==> src/rtl/div_unit_pkg.sv <==
// rtl/div_unit_pkg.sv - shared state encodings and control codes for the divider
//
// Purpose: common definitions used by div_unit and by the EX stage that drives it.
//   div_state_e        : divider FSM states (DivFree, DivByZero, DivOn, DivEnd)
//   DivStart/DivStop   : levels of the EX start request
//   DivResultReady/... : levels of the divider ready flag
//   EXE_DIV_OP/DIVU_OP : aluop codes EX decodes to select signed_div_i
package div_unit_pkg;

  typedef enum logic [1:0] {
    DivFree   = 2'b00,
    DivByZero = 2'b01,
    DivOn     = 2'b10,
    DivEnd    = 2'b11
  } div_state_e;

  localparam logic DivStart          = 1'b1;
  localparam logic DivStop           = 1'b0;
  localparam logic DivResultReady    = 1'b1;
  localparam logic DivResultNotReady = 1'b0;

  localparam logic [7:0] EXE_DIV_OP  = 8'b00011010;
  localparam logic [7:0] EXE_DIVU_OP = 8'b00011011;

endpackage

==> src/rtl/div_unit.sv <==
// rtl/div_unit.sv - multi-cycle radix-2 restoring divider for DIV/DIVU
//
// Purpose: computes {remainder, quotient} one quotient bit per clock; EX holds
// start_i high and stalls until ready_o, then drops start_i to release the unit.
// Ports:
//   clk          : clock, rising edge
//   rst          : asynchronous active-low reset
//   signed_div_i : 1 = two's-complement DIV, 0 = DIVU
//   opdata1_i    : dividend (captured on the accepting edge)
//   opdata2_i    : divisor  (captured on the accepting edge)
//   start_i      : division request, held until the result is consumed
//   annul_i      : pipeline flush, cancels a division in BY_ZERO or ON
//   result_o     : {remainder, quotient}, zero unless ready_o
//   ready_o      : result_o valid
module div_unit
  import div_unit_pkg::*;
#(
  parameter int DATA_W = 32,
  parameter int CNT_W  = 6
) (
  input  logic                  clk,
  input  logic                  rst,
  input  logic                  signed_div_i,
  input  logic [DATA_W-1:0]     opdata1_i,
  input  logic [DATA_W-1:0]     opdata2_i,
  input  logic                  start_i,
  input  logic                  annul_i,
  output logic [2*DATA_W-1:0]   result_o,
  output logic                  ready_o
);

  div_state_e            state, state_n;
  logic [CNT_W-1:0]      cnt, cnt_n;
  // {partial remainder, dividend/quotient}; the dividend shifts out of the low
  // half as quotient bits shift in, leaving the remainder in the upper half.
  logic [2*DATA_W:0]     work, work_n;
  logic [DATA_W-1:0]     divisor, divisor_n;
  logic                  q_neg, q_neg_n;
  logic                  r_neg, r_neg_n;
  logic [2*DATA_W-1:0]   result_n;
  logic                  ready_n;

  // Operand magnitudes; DIVU passes operands through untouched.
  logic                  op1_neg, op2_neg;
  logic [DATA_W-1:0]     op1_abs, op2_abs;

  assign op1_neg = signed_div_i & opdata1_i[DATA_W-1];
  assign op2_neg = signed_div_i & opdata2_i[DATA_W-1];
  assign op1_abs = op1_neg ? (~opdata1_i + 1'b1) : opdata1_i;
  assign op2_abs = op2_neg ? (~opdata2_i + 1'b1) : opdata2_i;

  // One restoring step. The shifted remainder is kept one bit wider than the
  // divisor so 2*rem never overflows; the extra top bit of the difference is
  // the borrow that decides the quotient bit.
  logic [DATA_W+1:0]     rem_shift;
  logic [DATA_W+1:0]     trial;
  logic                  fits;
  logic [2*DATA_W:0]     work_step;

  assign rem_shift = work[2*DATA_W:DATA_W-1];
  assign trial     = rem_shift - {2'b00, divisor};
  assign fits      = ~trial[DATA_W+1];
  assign work_step = fits ? {trial[DATA_W:0],     work[DATA_W-2:0], 1'b1}
                          : {rem_shift[DATA_W:0], work[DATA_W-2:0], 1'b0};

  // Sign correction applied once, on the completing edge.
  logic [DATA_W-1:0]     quo_mag, rem_mag, quo_fix, rem_fix;

  assign quo_mag = work[DATA_W-1:0];
  assign rem_mag = work[2*DATA_W-1:DATA_W];
  assign quo_fix = q_neg ? (~quo_mag + 1'b1) : quo_mag;
  assign rem_fix = r_neg ? (~rem_mag + 1'b1) : rem_mag;

  always_ff @(posedge clk or negedge rst) begin
    if (!rst) begin
      state    <= DivFree;
      cnt      <= '0;
      work     <= '0;
      divisor  <= '0;
      q_neg    <= 1'b0;
      r_neg    <= 1'b0;
      result_o <= '0;
      ready_o  <= DivResultNotReady;
    end else begin
      state    <= state_n;
      cnt      <= cnt_n;
      work     <= work_n;
      divisor  <= divisor_n;
      q_neg    <= q_neg_n;
      r_neg    <= r_neg_n;
      result_o <= result_n;
      ready_o  <= ready_n;
    end
  end

  always_comb begin
    state_n   = state;
    cnt_n     = cnt;
    work_n    = work;
    divisor_n = divisor;
    q_neg_n   = q_neg;
    r_neg_n   = r_neg;
    result_n  = result_o;
    ready_n   = ready_o;

    case (state)
      DivFree: begin
        result_n = '0;
        ready_n  = DivResultNotReady;
        if (start_i == DivStart && !annul_i) begin
          if (opdata2_i == '0) begin
            state_n = DivByZero;
          end else begin
            state_n   = DivOn;
            cnt_n     = '0;
            work_n    = {{(DATA_W+1){1'b0}}, op1_abs};
            divisor_n = op2_abs;
            q_neg_n   = op1_neg ^ op2_neg;
            r_neg_n   = op1_neg;
          end
        end
      end

      DivByZero: begin
        if (annul_i) begin
          state_n  = DivFree;
          cnt_n    = '0;
          result_n = '0;
          ready_n  = DivResultNotReady;
        end else begin
          state_n  = DivEnd;
          result_n = '0;
          ready_n  = DivResultReady;
        end
      end

      DivOn: begin
        // Flush wins over both iteration and completion.
        if (annul_i) begin
          state_n  = DivFree;
          cnt_n    = '0;
          result_n = '0;
          ready_n  = DivResultNotReady;
        end else if (cnt != CNT_W'(DATA_W)) begin
          work_n = work_step;
          cnt_n  = cnt + 1'b1;
        end else begin
          state_n  = DivEnd;
          cnt_n    = '0;
          result_n = {rem_fix, quo_fix};
          ready_n  = DivResultReady;
        end
      end

      DivEnd: begin
        // Result is committed here, so annul_i is deliberately ignored.
        if (start_i == DivStop) begin
          state_n  = DivFree;
          result_n = '0;
          ready_n  = DivResultNotReady;
        end
      end

      default: begin
        state_n  = DivFree;
        cnt_n    = '0;
        result_n = '0;
        ready_n  = DivResultNotReady;
      end
    endcase
  end

endmodule

==> config.mk <==
export PLATFORM = sky130hd
export DESIGN_NAME = div_unit
export DESIGN_NICKNAME = d
export VERILOG_FILES = /design/src/rtl/div_unit_pkg.sv /design/src/rtl/div_unit.sv
export SDC_FILE = /design/constraint.sdc
export NUM_CORES = 1
export LEC_CHECK = 0
export ABC_CLOCK_PERIOD_IN_PS = 4500
export CELL_PAD_IN_SITES_DETAIL_PLACEMENT = 2
export CELL_PAD_IN_SITES_GLOBAL_PLACEMENT = 2
export CORE_AREA = 2 2 187 189
export DETAILED_ROUTE_END_ITERATION = 10
export DIE_AREA = 0 0 189 191
export PLACE_DENSITY_LB_ADDON = 0.1
export SLEW_MARGIN = 20
export SYNTH_ARGS = -nofsm -noshare
export SYNTH_HDL_FRONTEND = slang
export SYNTH_SLANG_ARGS = --single-unit
==> constraint.sdc <==
create_clock -name clk -period 4.5 [get_ports clk]
set_input_delay 0.9 -clock clk [delete_from_list [all_inputs] [get_ports clk]]
set_output_delay 0.9 -clock clk [all_outputs]
set_load 0.05 [all_outputs]
==> metrics, run 1 <==
status=finished, final reports clean; Slew headroom=0.381; IO buf count=133; FF/Latch Area=4310 um^2; post-cts sizing count=0; simple-gate share of the synthesized area=0.208; Slew @ Worst Pin=928 ps; Top Ports=134; area grow syn2layout=22.8%; total grt overflow=0; hold_ws=478 ps; vias in the first global route=11061; clk slew on worst S/H paths=70 ps; top_reg_cell synth=dfrtp_1; DP HPWL=29.4 mm; Pre-Repair DR Iteration Count=5; slowest CP cell=a221oi_1; CTS Sinks=172; Hold Crit Class=reg2reg; min cycle time layout=3760 ps; pin count of the biggest net entering global routing=94; WP data required=4870 ps; Synth Instances=1394; Netlist Area Pre-Place=11500 um^2; Final Max Slew Viols=0; maximum VDD drop=275 uV; drt drc=0; Layout fillers=3828; Max stage delay on crit path=620 ps; Initial Util=0.337; post-synthesis sequential area ratio=0.375; core area=34100 um^2; CTS Root Cell=clkbuf_16; Max Cap Viol=0; initial antenna violation count=0; initial detailed-routing violation count=391; final hold vios=0; Power Dens Cells=554 nW/um^2; ys async rst share=1.00; Yosys reg bits=172; routed len/inst=19.5 um; commonest non-fill, non-tap cells in the layout=nand2_1 (207), dfrtp_1 (171), o21ai_0 (149); main combinational cell family by area after synthesis=simple AND/OR/NAND/NOR gates; Max Root-Sink Buffers=2; buffer count from post-CTS setup fixing=0; maximum level of the CTS H-tree=4; routed via count=10620; worst skew pair latency=450 ps; fraction of synthesized area in multiplexers=0.00981; Final Cycle Share=0.836; Worst Skew=12.9 ps; top fanout value on the critical path=4; Adder-Cell Fraction of Synth Area=0.0475; diode count=0; Worst setup EP type=flop; share of cells above drive strength 1=0.0620; Yosys warnings=0; hold_buf cts=0; R2R Setup Slk=740 ps; die height=191 um; clock buffer count from CTS=17; Cell Rows=68; DIE AREA=36100 um^2; Routed WL=38.5 mm; critical path arrival=4130 ps; type of origin of the critical path=flop; Compound-Gate Fraction of Synth Area=0.205; Die X=189 um; crit-path cells=inv_1 -> ha_1 -> inv_1 -> fa_1 -> a211oi_1 -> o21ai_0 -> o2111ai_1 -> a211oi_1 -> a221oi_1 -> o22a_1 -> nand2_1 -> or3_1 -> nand3_1; Mean Syn Cell Area=8.24 um^2; final setup margin=740 ps; library cells used by synthesis=62; number of synthesized flops with an enable pin=0; Routed Antenna Nets=0; GRT Overall Usage=0.217; fmax=266 MHz; Final nets=1616; total power draw=7.82 mW; via-per-instance ratio=5.39; GPL Wtd Cong=0.827; CTS tree=done; xor and xnor area share after synthesis=0.111; Net Count, Synth=1506; WS Path Type=reg2reg; setup TNS=0 ps; most common cell after layout, fill and taps aside=nand2_1; area of the multi-input gates=6720 um^2; Leak=6.01 nW; Finish-stage setup viols=0; first-pass GRT wire length=62.4 mm; RSZ-0062 raised after global routing=no; pre-CTS setup slack=296 ps
## layer usage
metal	vias to the layer above	track usage	routed length, um
li1	5153	-	-
met4	0	0.0343	213
met5	-	0	0
met3	13	0.0281	1130
met2	162	0.317	15600
met1	5292	0.343	21500
## final cells by class
| type | count | share of cell area |
|---|---|---|
| timing repair buffer | 164 | 0.115 |
| clock buffer | 19 | 0.0321 |
| clock inverter | 13 | 0.0145 |
| multi-input combinational | 1090 | 0.477 |
| inverter | 59 | 0.0157 |
| tap | 455 | 0.0404 |
| sequential | 172 | 0.305 |
## state kept, by name, summed over array words and instances, names as in the netlist
| name | count |
|---|---|
| cnt | 6 |
| result_o | 64 |
| q_neg | 1 |
| ready_o | 1 |
| work | 65 |
| r_neg | 1 |
| state | 2 |
| divisor | 32 |
## stage by stage
stage                      util  area, um^2  cells
after floorplan               -       11500   1394
after global placement    0.394       13400   1940
after detailed placement  0.394       13400   1940
after CTS                 0.413       14100   1972
after global routing      0.413       14100   1972
final                     0.413       14100   1972
## final timing paths
check / start / end / depth (start not counted)
min reg2reg: result_o[35] / result_o[35] / 2
min in group asynchronous: rst / result_o[10] / 1
max in group asynchronous: rst / result_o[62] / 2
min: result_o[35] / result_o[35] / 2
max: work[31] / work[60] / 13
max reg2reg: work[31] / work[60] / 13
## critical path, delay by kind of cell (launching register included)
kind                       cells  cell delay (ps)
adders and majority gates      2              610
AOI/OAI and AO/OA              6             1970
DFF                            1              380
and+or+nand+nor                3              500
buffers and inverters          2              210
## power by group
| group | total, mW | switching, mW | internal [mW] |
|---|---|---|---|
| registers | 2.42 | 0.471 | 1.95 |
| clock network | 1.66 | 0.690 | 0.974 |
| logic | 3.74 | 2.46 | 1.27 |
## synthesized netlist by cell type (3+ instances only)
cell      number  share of area
a211oi_1       7         0.0046
nor2b_1       11         0.0060
o211ai_1       9         0.0059
or2_2         11         0.0060
or3_4          3         0.0029
nand3_1       32          0.014
nor2_1        86          0.028
ha_1          42          0.046
nand4_1       45          0.025
nand2b_1       9         0.0049
xnor2_1       41          0.031
o31ai_1       55          0.036
o21a_1         5         0.0033
a31oi_1        6         0.0033
a21oi_1      108          0.047
nor4_1         7         0.0038
buf_1         10         0.0033
nor3_1        22         0.0096
buf_2          3         0.0013
inv_1         59          0.019
and2_1         6         0.0033
o311ai_0       7         0.0053
dfrtp_1      172           0.37
o21ai_0      149          0.065
nand2_1      209          0.068
mux2i_1        9         0.0078
a21o_1        14         0.0092
clkbuf_1      60          0.020
xor2_1       105          0.080
or4_1         19          0.012
o41ai_1       13         0.0099
or3_1         23          0.013
## cells by family (layout without fill, tap and decap cells)
logic type / Yosys count / count (layout)
compound gates: 392 / 392
mux: 11 / 11
flops: 172 / 172
simple gates: 498 / 498
fa+ha+maj: 43 / 43
buf+inv: 132 / 255
xor+xnor: 146 / 146
Power figures use the tool's default switching activity.
==> run 2, diff against run 1 <==
ABC_CLOCK_PERIOD_IN_PS = 3000   (was 4500)
CORE_AREA = 2 2 196 198   (was 2 2 187 189)
DIE_AREA = 0 0 198 200   (was 0 0 189 191)
clock period = 3 ns   (was 4.5 ns; I/O delays follow)
==> run 2 against run 1 <==
  * The run now ends with negative setup slack left
  * Register-to-register slack got worse by 1000 ps
  * Largest cell class unchanged
  * Critical endpoint is now result_o[62]
  * Die area rose by 9.7%
  * Non-clock buffer count rose by 265
  * Clock power rose by 43%
  * Flip-flop and latch count did not move
==> metrics, run 2 (synthesis gave the netlist of run 1 again) <==
GRT Overall Usage=0.235 (+0.0179); hold_buf cts=0 (unchanged); total power draw=13.1 mW (+67%); top fanout value on the critical path=3 (-1); Worst Skew=12.8 ps (-0.191 ps); drt drc=0 (unchanged); type of origin of the critical path=flop; Worst setup EP type=flop; Initial Util=0.307 (-0.0295); FF-to-FF Start=work[37]; CTS tree=done; fmax=303 MHz (+14%); clock buffer count from CTS=17 (unchanged); crit-path most repeated cell=or3_4; most common cell after layout, fill and taps aside=buf_4; maximum VDD drop=409 uV (+49%); die height=200 um (+4.7%); delay-heaviest family, CP=simple AND/OR/NAND/NOR gates; crit-path cells=buf_6 -> or4_4 -> or3_4 -> or3_4 -> or3_4 -> or2_4 -> nand2b_4 -> o41ai_4 -> xor2_1 -> o31ai_1; worst skew pair latency=460 ps (about the same); total grt overflow=0 (unchanged); DP HPWL=34.8 mm (+18%); Slew @ Worst Pin=1280 ps (+353 ps); Max Root-Sink Buffers=2 (unchanged); initial antenna violation count=0 (unchanged); max reg flops=65 (unchanged); IO buf count=133 (unchanged); worst r2r path cells=10 (-3); biggest regs=work: 65 flops, result_o: 64 flops, divisor: 32 flops; Slew headroom=0.146 (-0.235); clk slew on worst S/H paths=70 ps (about the same); Worst Path Buf+Inv=1 (-1); crit path from=work[37]; share of cells above drive strength 1=0.248 (+0.186); R2R Setup Slk=-300 ps (-1040 ps); pin count of the biggest net entering global routing=109 (+16%); area grow syn2layout=48.0%; via-per-instance ratio=5.18 (-3.7%); failing checks=negative setup slack; CTS Sinks=172 (unchanged); Die X=198 um (+4.8%); Final Max Slew Viols=0 (unchanged); Finish-stage setup viols=42 (+42); diode count=0 (unchanged); maximum level of the CTS H-tree=4 (unchanged); DIE AREA=39600 um^2 (+9.7%); critical path arrival=3620 ps (-510 ps); Pre-Repair DR Iteration Count=4 (-1); area of the multi-input gates=7340 um^2 (+9.2%); Biggest register=work; FF/Latch Area=4310 um^2 (about the same); Final nets=1881 (+16%); final hold vios=0 (unchanged); status=finished with violations; Top Ports=134 (unchanged); routed via count=11888 (+12%); setup TNS=-6760 ps (-6760 ps); Leak=7.51 nW (+25%); initial detailed-routing violation count=608 (+55%); routed len/inst=20.6 um (+5.4%); Max stage delay on crit path=500 ps (-120 ps); min cycle time layout=3300 ps (-464 ps); Layout fillers=4126 (+7.8%); vias in the first global route=12639 (+14%); Routed WL=47.2 mm (+23%); FF-to-FF End=result_o[62]; core area=37400 um^2 (+9.6%); slowest CP cell=or4_4; WS Path Type=reg2reg; final setup margin=-297 ps (-1040 ps); Cell Rows=71 (+4.4%); Hold Crit Class=in2async; Power Dens Cells=770 nW/um^2 (+39%); Routed Antenna Nets=0 (unchanged); RSZ-0062 raised after global routing=yes; CTS Root Cell=clkbuf_16; Final Cycle Share=1.10 (+0.263); commonest non-fill, non-tap cells in the layout=buf_4 (262), nand2_1 (206), dfrtp_1 (170); pre-CTS setup slack=-623 ps (-919 ps); GPL Wtd Cong=0.860 (+4.0%); Max Cap Viol=0 (unchanged); first-pass GRT wire length=72.4 mm (+16%); WP data required=3320 ps (-1550 ps)
==> run 2: cell types whose count changed in the layout (fill, tap and decap cells not counted), moves of 8 or more <==
cell     change
buf_12      +12
or3_1       -10
buf_6       +11
or3_4       +10
buf_4      +236
o21ai_0     -19
o21ai_1     +13
o31ai_1      -8
==> run 2: worst max path at each step <==
stage | endpoint | slack (ps) | depth (start not counted)
after global placement | work[29] | -500 | 10
final | result_o[62] | -300 | 10
after global routing | result_o[62] | -390 | 10
after detailed placement | divisor[31] | -620 | 11
after CTS | result_o[62] | -230 | 10
after floorplan | work[58] | -40 | 13
==> run 2: layout make-up <==
type / instances / share of cell area
Timing Repair Buffer: 429 / 0.229
Sequential cell: 172 / 0.253
Inverter: 59 / 0.0130
Clock buffer: 19 / 0.0261
Multi-Input combinational cell: 1090 / 0.432
Tap cell: 511 / 0.0376
Clock inverter: 13 / 0.00898
==> run 2: stage by stage <==
stage | instances | hold WS (ps) | utilization | instance area, um^2
5_1_grt | 2293 | 141 | 0.454 | 17000
6_report | 2293 | 111 | 0.454 | 17000
3_5_place_dp | 2231 | 471 | 0.412 | 15400
2_1_floorplan | 1394 | 304 | - | 11500
3_3_place_gp | 2231 | 461 | 0.412 | 15400
4_1_cts | 2277 | 116 | 0.439 | 16400
==> run 2: timing repair <==
action	4_1_cts	5_1_grt
hold endpoints to repair	0	0
endpoints found under the setup margin	82	80
pin swaps	36	58
gates cloned	0	5
resized for setup	75	77
buffers inserted	15	12
==> run 2: worst reg2reg max path, delay by kind of cell (launching register included) <==
family / cells / cell delay, ps
buf+inv: 1 / 140
flops: 1 / 410
xor+xnor: 1 / 250
compound gates: 2 / 350
simple gates: 6 / 2010
==> run 2: layer usage <==
layer	global-route usage	vias up	wire, um
li1	-	5686	-
met1	0.347	6009	23600
met2	0.373	169	21800
met3	0.0225	24	1310
met4	0.0504	0	460
met5	0	-	0
==> run 2: power breakdown <==
group,switching (mW),total [mW],internal (mW)
clock network,1.10,2.37,1.27
logic,4.29,7.17,2.88
registers,0.623,3.54,2.92
